### src/rtl/lc4_limb_alu_if.sv
// Request/response bundle between the register-file read ports, lc4_limb_alu and writeback.
// Defining LC4_LIMB_ALU_FLAGS_EN adds the o_zero/o_neg result flags.
interface lc4_limb_alu_if #(
   parameter int WORD_SIZE = 256
);
   logic                 i_valid;
   logic                 o_ready;
   logic [2:0]           i_op;
   logic                 i_cin;
   logic [WORD_SIZE-1:0] i_r1data;
   logic [WORD_SIZE-1:0] i_r2data;
   logic                 o_valid;
   logic                 i_ready;
   logic [WORD_SIZE-1:0] o_result;
   logic                 o_carry;
`ifdef LC4_LIMB_ALU_FLAGS_EN
   logic                 o_zero;
   logic                 o_neg;

   modport master (
      output i_valid, i_op, i_cin, i_r1data, i_r2data, i_ready,
      input  o_ready, o_valid, o_result, o_carry, o_zero, o_neg
   );

   modport slave (
      input  i_valid, i_op, i_cin, i_r1data, i_r2data, i_ready,
      output o_ready, o_valid, o_result, o_carry, o_zero, o_neg
   );
`else
   modport master (
      output i_valid, i_op, i_cin, i_r1data, i_r2data, i_ready,
      input  o_ready, o_valid, o_result, o_carry
   );

   modport slave (
      input  i_valid, i_op, i_cin, i_r1data, i_r2data, i_ready,
      output o_ready, o_valid, o_result, o_carry
   );
`endif
endinterface

### src/rtl/lc4_limb_alu.sv
// Limb-serial wide ALU: one LIMB-bit slice per clock, LSB first, carry rippled through a register.
// Optional result flags (o_zero/o_neg) are enabled with the LC4_LIMB_ALU_FLAGS_EN macro.
module lc4_limb_alu #(
   parameter int WORD_SIZE = 256,
   parameter int LIMB      = 32
) (
   input  logic          i_clk,
   input  logic          i_rst_n,
   lc4_limb_alu_if.slave bus
);
   localparam int NLIMB = WORD_SIZE / LIMB;
   localparam int IDXW  = (NLIMB > 1) ? $clog2(NLIMB) : 1;
   localparam logic [WORD_SIZE-1:0] ILLEGAL_RESULT = WORD_SIZE'(16'hDEAD);

   generate
      if (LIMB < 2 || (WORD_SIZE % LIMB) != 0) begin : g_bad_params
         $error("lc4_limb_alu: WORD_SIZE must be a multiple of LIMB and LIMB >= 2");
      end
   endgenerate

   typedef enum logic [1:0] {S_IDLE, S_RUN, S_DONE} state_t;
   typedef enum logic [2:0] {
      OP_ADD  = 3'b000,
      OP_SUB  = 3'b001,
      OP_NEG  = 3'b010,
      OP_AND  = 3'b011,
      OP_SRL1 = 3'b100,
      OP_PASS = 3'b101
   } op_t;

   state_t               state_q, state_d;
   logic [IDXW-1:0]      idx_q, idx_d;
   logic                 carry_q, carry_d;
   logic [WORD_SIZE-1:0] result_q, result_d;
   logic                 cout_q, cout_d;
   logic [WORD_SIZE-1:0] a_q, a_d;
   logic [WORD_SIZE-1:0] b_q, b_d;
   op_t                  op_q, op_d;
   logic                 lsb_q, lsb_d;

   logic [LIMB-1:0]      a_l, b_l, limb;
   logic [LIMB:0]        sum;
   logic                 arith;
   logic                 srl_in;
   logic                 last;

   // Operands shift right one limb per cycle, so the active slice is always at the bottom.
   generate
      if (NLIMB > 1) begin : g_srl_multi
         assign srl_in = a_q[LIMB];
      end else begin : g_srl_single
         assign srl_in = 1'b0;
      end
   endgenerate

   assign a_l  = a_q[LIMB-1:0];
   assign b_l  = b_q[LIMB-1:0];
   assign last = (idx_q == IDXW'(NLIMB - 1));

   // NOTE: every signal written in an always_comb gets a default first, so no path infers a latch.
   always_comb begin
      sum   = '0;
      limb  = a_l;
      arith = 1'b0;
      case (op_q)
         OP_ADD:  begin sum = {1'b0, a_l} + {1'b0, b_l} + (LIMB+1)'(carry_q);  arith = 1'b1; end
         OP_SUB:  begin sum = {1'b0, a_l} + {1'b0, ~b_l} + (LIMB+1)'(carry_q); arith = 1'b1; end
         OP_NEG:  begin sum = {1'b0, ~a_l} + (LIMB+1)'(carry_q);               arith = 1'b1; end
         OP_AND:  limb = a_l & b_l;
         OP_SRL1: limb = {srl_in, a_l[LIMB-1:1]};
         default: limb = a_l;
      endcase
      if (arith) limb = sum[LIMB-1:0];
   end

`ifdef LC4_LIMB_ALU_FLAGS_EN
   logic nonzero_q, nonzero_d;
   logic zero_q, zero_d;
   logic neg_q, neg_d;
`endif

   always_comb begin
      state_d  = state_q;
      idx_d    = idx_q;
      carry_d  = carry_q;
      result_d = result_q;
      cout_d   = cout_q;
      a_d      = a_q;
      b_d      = b_q;
      op_d     = op_q;
      lsb_d    = lsb_q;
`ifdef LC4_LIMB_ALU_FLAGS_EN
      nonzero_d = nonzero_q;
      zero_d    = zero_q;
      neg_d     = neg_q;
`endif
      case (state_q)
         S_IDLE: begin
            if (bus.i_valid) begin
               state_d = S_RUN;
               idx_d   = '0;
               a_d     = bus.i_r1data;
               b_d     = bus.i_r2data;
               lsb_d   = bus.i_r1data[0];
`ifdef LC4_LIMB_ALU_FLAGS_EN
               nonzero_d = 1'b0;
`endif
               case (bus.i_op)
                  3'b000:  begin op_d = OP_ADD;  carry_d = bus.i_cin; end
                  3'b001:  begin op_d = OP_SUB;  carry_d = 1'b1; end
                  3'b010:  begin op_d = OP_NEG;  carry_d = 1'b1; end
                  3'b011:  begin op_d = OP_AND;  carry_d = 1'b0; end
                  3'b100:  begin op_d = OP_SRL1; carry_d = 1'b0; end
                  3'b101:  begin op_d = OP_PASS; carry_d = 1'b0; end
                  // Illegal ops stream the 0xDEAD marker through the PASS path for the same latency.
                  default: begin op_d = OP_PASS; carry_d = 1'b0; a_d = ILLEGAL_RESULT; end
               endcase
            end
         end
         S_RUN: begin
            for (int k = 0; k < NLIMB; k++) begin
               if (idx_q == IDXW'(k)) result_d[k*LIMB +: LIMB] = limb;
            end
            if (arith) carry_d = sum[LIMB];
            a_d   = a_q >> LIMB;
            b_d   = b_q >> LIMB;
            idx_d = idx_q + IDXW'(1);
`ifdef LC4_LIMB_ALU_FLAGS_EN
            nonzero_d = nonzero_q | (|limb);
`endif
            if (last) begin
               state_d = S_DONE;
               idx_d   = '0;
               if (arith)                cout_d = sum[LIMB];
               else if (op_q == OP_SRL1) cout_d = lsb_q;
               else                      cout_d = 1'b0;
`ifdef LC4_LIMB_ALU_FLAGS_EN
               zero_d = ~(nonzero_q | (|limb));
               neg_d  = limb[LIMB-1];
`endif
            end
         end
         S_DONE: begin
            if (bus.i_ready) state_d = S_IDLE;
         end
         default: state_d = S_IDLE;
      endcase
   end

   // NOTE: sequential state is updated with non-blocking assignments only, so every register samples pre-edge values.
   always_ff @(posedge i_clk or negedge i_rst_n) begin
      if (!i_rst_n) begin
         state_q  <= S_IDLE;
         idx_q    <= '0;
         carry_q  <= 1'b0;
         result_q <= '0;
         cout_q   <= 1'b0;
`ifdef LC4_LIMB_ALU_FLAGS_EN
         nonzero_q <= 1'b0;
         zero_q    <= 1'b0;
         neg_q     <= 1'b0;
`endif
      end else begin
         state_q  <= state_d;
         idx_q    <= idx_d;
         carry_q  <= carry_d;
         result_q <= result_d;
         cout_q   <= cout_d;
`ifdef LC4_LIMB_ALU_FLAGS_EN
         nonzero_q <= nonzero_d;
         zero_q    <= zero_d;
         neg_q     <= neg_d;
`endif
      end
   end

   // NOTE: operand registers carry no reset; they are always loaded on acceptance before being read.
   always_ff @(posedge i_clk) begin
      a_q   <= a_d;
      b_q   <= b_d;
      op_q  <= op_d;
      lsb_q <= lsb_d;
   end

   assign bus.o_ready  = (state_q == S_IDLE);
   assign bus.o_valid  = (state_q == S_DONE);
   assign bus.o_result = result_q;
   assign bus.o_carry  = cout_q;
`ifdef LC4_LIMB_ALU_FLAGS_EN
   assign bus.o_zero   = zero_q;
   assign bus.o_neg    = neg_q;
`endif
endmodule

### src/flat_wrapper.sv
// flat-port wrapper written by rule: the top's interface ports become plain ports
module lc4_limb_alu_flat 
#(
   parameter int WORD_SIZE = 256,
   parameter int LIMB      = 32
)
  (i_clk, i_rst_n, bus_i_valid, bus_i_op, bus_i_cin, bus_i_r1data, bus_i_r2data, bus_i_ready, bus_o_ready, bus_o_valid, bus_o_result, bus_o_carry);
  lc4_limb_alu_if #(.WORD_SIZE(WORD_SIZE)) bus_i ();
  input  logic i_clk;
  input  logic i_rst_n;
  input wire logic [$bits(bus_i.i_valid)-1:0] bus_i_valid;
  input wire logic [$bits(bus_i.i_op)-1:0] bus_i_op;
  input wire logic [$bits(bus_i.i_cin)-1:0] bus_i_cin;
  input wire logic [$bits(bus_i.i_r1data)-1:0] bus_i_r1data;
  input wire logic [$bits(bus_i.i_r2data)-1:0] bus_i_r2data;
  input wire logic [$bits(bus_i.i_ready)-1:0] bus_i_ready;
  output wire logic [$bits(bus_i.o_ready)-1:0] bus_o_ready;
  output wire logic [$bits(bus_i.o_valid)-1:0] bus_o_valid;
  output wire logic [$bits(bus_i.o_result)-1:0] bus_o_result;
  output wire logic [$bits(bus_i.o_carry)-1:0] bus_o_carry;
  assign bus_i.i_valid = bus_i_valid;
  assign bus_i.i_op = bus_i_op;
  assign bus_i.i_cin = bus_i_cin;
  assign bus_i.i_r1data = bus_i_r1data;
  assign bus_i.i_r2data = bus_i_r2data;
  assign bus_i.i_ready = bus_i_ready;
  assign bus_o_ready = bus_i.o_ready;
  assign bus_o_valid = bus_i.o_valid;
  assign bus_o_result = bus_i.o_result;
  assign bus_o_carry = bus_i.o_carry;
  lc4_limb_alu #(.WORD_SIZE(WORD_SIZE), .LIMB(LIMB)) u_core (.i_clk(i_clk), .i_rst_n(i_rst_n), .bus(bus_i));
endmodule
### config.mk
export PLATFORM = sky130hd
export DESIGN_NAME = lc4_limb_alu_flat
export DESIGN_NICKNAME = d
export VERILOG_FILES = /design/src/rtl/lc4_limb_alu_if.sv /design/src/rtl/lc4_limb_alu.sv /design/src/flat_wrapper.sv
export SDC_FILE = /design/constraint.sdc
export NUM_CORES = 1
export LEC_CHECK = 0
export BUFFER_PORTS_ARGS = -buffer_cell sky130_fd_sc_hd__buf_4
export CORE_MARGIN = 5
export CORE_UTILIZATION = 40
export CTS_BUF_LIST = sky130_fd_sc_hd__clkbuf_8
export DETAILED_ROUTE_END_ITERATION = 7
export PLACE_DENSITY = 0.73
export SYNTH_ARGS = -nofsm -noshare
export SYNTH_HDL_FRONTEND = slang
export SYNTH_SLANG_ARGS = --single-unit
### constraint.sdc
create_clock -name i_clk -period 36.4 [get_ports i_clk]
set_clock_uncertainty 0.2 [all_clocks]
set_input_delay 5.46 -clock i_clk [delete_from_list [all_inputs] [get_ports i_clk]]
set_output_delay 5.46 -clock i_clk [all_outputs]
set_load 0.005 [all_outputs]
==> results_dict.tcl, run 1 <==
set metrics [dict create \
    fin_crit_sh_pct 23.0 \
    grt_usage_pct 24.6 \
    grt_max_degree 249 \
    fp.dieH_um 310 \
    overflow 0 \
    cp-start-kind "primary input" \
    die_w_um 310 \
    nNetsFinal 4685 \
    clock_sinks 779 \
    synth_area_leader_cell "edfxtp_1" \
    synth_xor_xnor_area_share_pct 0.826 \
    post-route-util_pct 50.6 \
    grt_pass1_vias 28100 \
    wl_mm 123 \
    netlist_area_um2 36100 \
    cap_violations 0 \
    core_um2 89700 \
    tightest_slew_ns 1.23 \
    syn-num-nets 3967 \
    h-tree-depth 4 \
    status "complete, no violations" \
    crit_type "in2reg" \
    holdBufCountCts 0 \
    avgSynthCellArea_um2 10.7 \
    viasPerCell 5.39 \
    totalNegativeSetupSlack_ns 0 \
    fin_crit_ns 8.38 \
    grt_pass1_wl_mm 177 \
    synth_top_family_by_area "compound AO/OA/AOI/OAI gates" \
    synthTopCellsByArea "edfxtp_1, dfrtp_1, nand2_1" \
    synth-compound-area-share_pct 17.1 \
    synth_ff_type "edfxtp_1" \
    cts-root-buf "clkbuf_8" \
    dieArea_um2 96300 \
    rsz0062_at_grt "false" \
    synth_edf_count 516 \
    syn-instance-count 3372 \
    yosysMostFrequentCell "nand2_1" \
    synth-simple-area-share_pct 14.8 \
    yosysWarningCount 0 \
    drive_gt1_share_pct 24.4 \
    gp_congestion 0.942 \
    total_leakage_power_nw 20.6 \
    pre_cts_ws_ns 27.22 \
    cts_tree "yes" \
    slew_violations 0 \
    synth_fa_ha_area_share_pct 2.68 \
    clk_pin_slew_ns 0.06 \
    worstPathMaxFanout 179 \
    io_buffers 778 \
    worstSkewPairLatency_ns 0.82 \
    synth_top_area_share_pct 43.0 \
    area_delta_synth_final_pct 25.9 \
    async_flop_share_pct 33.8 \
    hpwl_mm 91.3 \
    yosysUniqueCellTypes 78 \
    yosys-mux-area-fraction_pct 0.111 \
    cp.arrival_ns 8.61 \
    setup_violations 0 \
    initial_core_util_pct 40.2 \
    min_path_cells 2 \
    fin_ws_ns 28.02 \
    clock.fmax_mhz 119 \
    worstSetupEndpointType "flip-flop" \
    reg2reg_depth 10 \
    placementRows 110 \
    cts-resized-gates 0 \
    numCtsBuffers 130 \
    hold_viol 0 \
    p_per_area_nw_per_um2 102 \
    ys_ff_latch 779 \
    via_count 29000 \
    ys_seq_area_share_pct 61.2 \
    cts_setup_buffers 0 \
    peakVddDrop_v 0.0000683 \
    slew-limit-headroom_pct 18.0 \
    antenna_found_initial 27 \
    fillCellCount 8039 \
    routedWlPerCell_um 22.9 \
    synthTopCellsByCount "nand2_1, edfxtp_1, dfrtp_1" \
    min_path_type "reg2reg" \
    clock_path_buffers 3 \
    ant_nets 0 \
    num_io_pins 779 \
    first_pass_iters 6 \
    drc_errors 0 \
    drt_iter0_markers 3036 \
    cp.required_ns 36.62 \
]
==> sequential cells by signal, summed over array words and instances (netlist names) <==
| name | cells |
|---|---|
| u_core.a_q | 256 |
| u_core.b_q | 256 |
| u_core.bus.o_carry | 1 |
| u_core.bus.o_result | 256 |
| u_core.carry_q | 1 |
| u_core.idx_q | 3 |
| u_core.lsb_q | 1 |
| u_core.op_q | 3 |
| u_core.state_q | 2 |
==> power breakdown <==
part	internal [mW]	total (mW)	switching (mW)
Sequential	1.57	1.82	0.247
Clock	0.377	0.738	0.361
Combinational	0.747	2.07	1.32
Total	2.69	4.62	1.93
==> final timing paths <==
path / to / startpoint / slack [ns]
worst max-delay path: u_core.b_q[218] / bus_i_valid / 28.02
worst min register to register: u_core.bus.o_result[172] / u_core.bus.o_result[172] / 0.28
worst max register to register: u_core.bus.o_result[62] / u_core.a_q[17] / 31.08
max in group asynchronous: u_core.bus.o_result[253] / i_rst_n / 29.25
worst min-delay path: u_core.bus.o_result[172] / u_core.bus.o_result[172] / 0.28
min in group asynchronous: u_core.bus.o_result[64] / i_rst_n / 4.60
==> final cells by class <==
type / instances / area, µm² / area share (%)
Antenna cell: 14 / 35.0 / 0.0772
Clock buffer: 138 / 1900 / 4.18
Clock inverter: 91 / 557 / 1.23
Inverter: 82 / 308 / 0.678
Multi-Input combinational cell: 2282 / 12900 / 28.4
Sequential cell: 779 / 22100 / 48.6
Tap cell: 1176 / 1470 / 3.24
Timing Repair Buffer: 815 / 6150 / 13.5
==> per-layer routing <==
layer / up-vias / GRT usage (%) / wire length, µm
met2: 1267 / 41.6 / 60100
li1: 13600 / - / -
met3: 207 / 6.98 / 10300
met4: 16 / 8.92 / 4100
met5: - / 0 / 116
met1: 13900 / 30.3 / 48500
==> stage by stage <==
stage          cell area [µm²]  hold slack (ns)  std cells  power [mW]
2_1_floorplan            36100            0.273       3372        3.19
3_3_place_gp             42900            0.262       5134        3.83
3_5_place_dp             42900            0.268       5134        3.88
4_1_cts                  45400            0.281       5363        4.63
5_1_grt                  45400            0.296       5376        4.93
6_report                 45400            0.278       5377        4.62
==> worst max-delay path, cell delays in order <==
cell and delay, ns:
buf_4 0.10, nand2_1 0.17, nand2_4 0.83, buf_12 0.62, buf_4 1.02
==> layout by cell type, fill, tap and decap left out, types with 6 or more instances in the layout <==
cell / instances
buf_4: 812
a22o_1: 225
inv_1: 127
o22ai_1: 21
dfrtp_1: 263
o21bai_1: 15
o21ai_0: 235
nor2b_1: 10
o22a_1: 15
diode_2: 14
nor3_1: 25
a21oi_1: 96
and2_1: 37
nor4_1: 12
or3_1: 8
a221o_1: 22
a211oi_1: 10
nand2_1: 991
a31oi_1: 11
o221ai_1: 32
clkinv_2: 6
xnor2_1: 18
a21o_1: 8
edfxtp_1: 516
o31ai_1: 23
o21ai_1: 63
nor2_1: 72
nand2b_1: 11
clkinv_1: 23
nand3_1: 24
ha_1: 71
a221oi_1: 12
and3_1: 41
clkbuf_8: 138
a22oi_1: 38
o211ai_1: 10
nand4_1: 11
xor2_1: 16
==> kinds of logic after synthesis <==
logic type	count (synthesis)
buffers and inverters	311
multiplexers	4
XOR/XNOR	34
adder cells (fa/ha/maj)	75
AND/OR/NAND/NOR	1281
flip-flops	779
AO/OA/AOI/OAI	888
(Power assumes the default switching activity.)
==> run 2, diff against run 1 <==
--- a/config.mk
+++ b/config.mk
@@ -10,7 +10,7 @@
 export CORE_UTILIZATION = 40
 export CTS_BUF_LIST = sky130_fd_sc_hd__clkbuf_8
 export DETAILED_ROUTE_END_ITERATION = 7
-export PLACE_DENSITY = 0.73
+export PLACE_DENSITY = 0.75
 export SYNTH_ARGS = -nofsm -noshare
 export SYNTH_HDL_FRONTEND = slang
 export SYNTH_SLANG_ARGS = --single-unit
==> constraint.sdc (replaced) <==
create_clock -name i_clk -period 7.2 [get_ports i_clk]
set_clock_uncertainty 0.2 [all_clocks]
set_input_delay 1.08 -clock i_clk [delete_from_list [all_inputs] [get_ports i_clk]]
set_output_delay 1.08 -clock i_clk [all_outputs]
set_load 0.005 [all_outputs]
==> run 2 against run 1 <==
Critical endpoint is now u_core.bus.o_result[94]. Setup slack worse by 26 ns. Clock power grew to 5.3 times the previous value. First-iteration DRC count is 2.3% lower. Global-route usage is 0.45 points higher. Die area stayed put. Register-to-register slack worse by 29 ns. Count of clock-buffer cells in the layout grew 9. Core utilization grew 0.26 points. Total power grew to 5.1 times the previous value. Non-clock buffer count unchanged. Largest cell class unchanged. Critical path depth increased by 5.
==> results_dict.tcl, run 2 (synthesized netlist as in run 1, its figures left out) <==
set metrics [dict create \
    crit_type "reg2reg" \
    numCtsBuffers 134 \
    ant_nets 0 \
    overflow 0 \
    post-route-util_pct 50.9 \
    worstSkewPairLatency_ns 0.84 \
    cp.arrival_ns 5.22 \
    final_cell_mix "nand2_1, buf_4, edfxtp_1" \
    viasPerCell 5.40 \
    slew_violations 0 \
    area_delta_synth_final_pct 26.5 \
    worstPathMaxFanout 14 \
    cts-resized-gates 0 \
    grt_max_degree 232 \
    fp.dieH_um 310 \
    clock_sinks 779 \
    rrSetupSlack_ns 2.45 \
    grtUsageMet2_pct 41.7 \
    grt.busiest_layer "met2" \
    grt.met1_usage_pct 31.3 \
    nNetsFinal 4689 \
    dieArea_um2 96300 \
    drt_iter0_markers 2967 \
    startpoint "u_core.a_q[17]" \
    io_buffers 778 \
    slew-limit-headroom_pct 22.3 \
    totalNegativeSetupSlack_ns 0 \
    status "complete, no violations" \
    clock.fmax_mhz 210 \
    cp.required_ns 7.66 \
    setup_violations 0 \
    fillCellCount 7972 \
    tightest_slew_ns 1.14 \
    wl_mm 126 \
    grt_pass1_vias 28500 \
    hold_viol 0 \
    worstSetupEndpointType "flip-flop" \
    num_io_pins 779 \
    core_um2 89700 \
    layout_commonest_cell "nand2_1" \
    cts_tree "yes" \
    routedWlPerCell_um 23.3 \
    clock_path_buffers 3 \
    total_leakage_power_nw 20.7 \
    peakVddDrop_v 0.000415 \
    drc_errors 0 \
    hpwl_mm 91.3 \
    placementRows 110 \
    p_per_area_nw_per_um2 519 \
    first_pass_iters 6 \
    via_count 29100 \
    grt_usage_pct 25.0 \
    drive_gt1_share_pct 24.6 \
    min_path_type "reg2reg" \
    cts-root-buf "clkbuf_8" \
    met3_usage_pct 7.10 \
    die_w_um 310 \
    grt_pass1_wl_mm 181 \
    rsz0062_at_grt "false" \
    initial_core_util_pct 40.2 \
    antenna_found_initial 36 \
    gp_congestion 0.942 \
    fin_crit_ns 4.75 \
    h-tree-depth 4 \
    cap_violations 0 \
    hold_start "u_core.bus.o_result[146]" \
    fin_crit_sh_pct 66.0 \
    clk_pin_slew_ns 0.06 \
    r2r_start "u_core.a_q[17]" \
    cp-start-kind "flip-flop" \
]
## run 2: cell count changes in the layout (fill, tap and decap cells not counted), sizes merged
cell,delta
bufinv,+1
clkinv,-3
clkbuf,+9
buf,-1
inv,-6
diode,+10
dlygate4sd3,+1
## run 2: layout make-up
class	count	area [µm²]	area share (%)
tap	1176	1470	3.22
multi-input combinational	2282	12900	28.3
inverter	82	308	0.674
clock inverter	83	551	1.21
clock buffer	147	2020	4.43
timing repair buffer	815	6230	13.6
sequential	779	22100	48.4
antenna	24	60.1	0.132
## run 2: worst paths after layout
path / endpoint / cells after the start
worst max-delay path: u_core.bus.o_result[94] / 10
worst min-delay path: u_core.bus.o_result[146] / 2
worst max register to register: u_core.bus.o_result[94] / 10
worst min register to register: u_core.bus.o_result[146] / 2
max in group asynchronous: u_core.bus.o_result[160] / 3
min in group asynchronous: u_core.bus.o_result[47] / 2
## run 2: per-stage QoR
| step | total power [mW] | cells | cell area [µm²] | worst slack, ns | hold slack, ns |
|---|---|---|---|---|---|
| 6_report | 23.7 | 5388 | 45600 | 2.45 | 0.278 |
| 3_3_place_gp | 19.6 | 5133 | 43000 | 2.61 | 0.262 |
| 3_5_place_dp | 19.8 | 5133 | 43000 | 2.44 | 0.271 |
| 4_1_cts | 23.8 | 5364 | 45600 | 2.45 | 0.202 |
| 5_1_grt | 25.3 | 5383 | 45600 | 2.08 | 0.219 |
| 2_1_floorplan | 15.5 | 3372 | 36100 | 1.84 | 0.273 |
## run 2: power breakdown
group          switching, mW  internal, mW
clock network           1.89          2.04
logic                   6.91          3.83
registers               1.12          7.91
total                   9.92          13.8
## run 2: worst max-delay path, cell delays in order, from the launching register on
cell and delay [ns]:
edfxtp_1 0.50, ha_1 0.61, inv_1 0.20, nor4_1 0.72, nand3_1 0.15, o211ai_1 0.56, nand3_1 0.15, o311ai_0 0.55
o221ai_1 0.22, a211oi_2 0.63, o21ai_1 0.15
## run 2: per-layer routing
layer,vias up,share of wire (%)
met4,8,3.3
met5,-,0.049
met2,1320,49
met1,13900,40
li1,13600,-
met3,237,8.4
## run 2: timing repair
| action | in CTS | in global routing |
|---|---|---|
| hold buffers | 1 | 0 |
| hold endpoints to repair | 35 | 0 |
| buffers inserted | 0 | 0 |
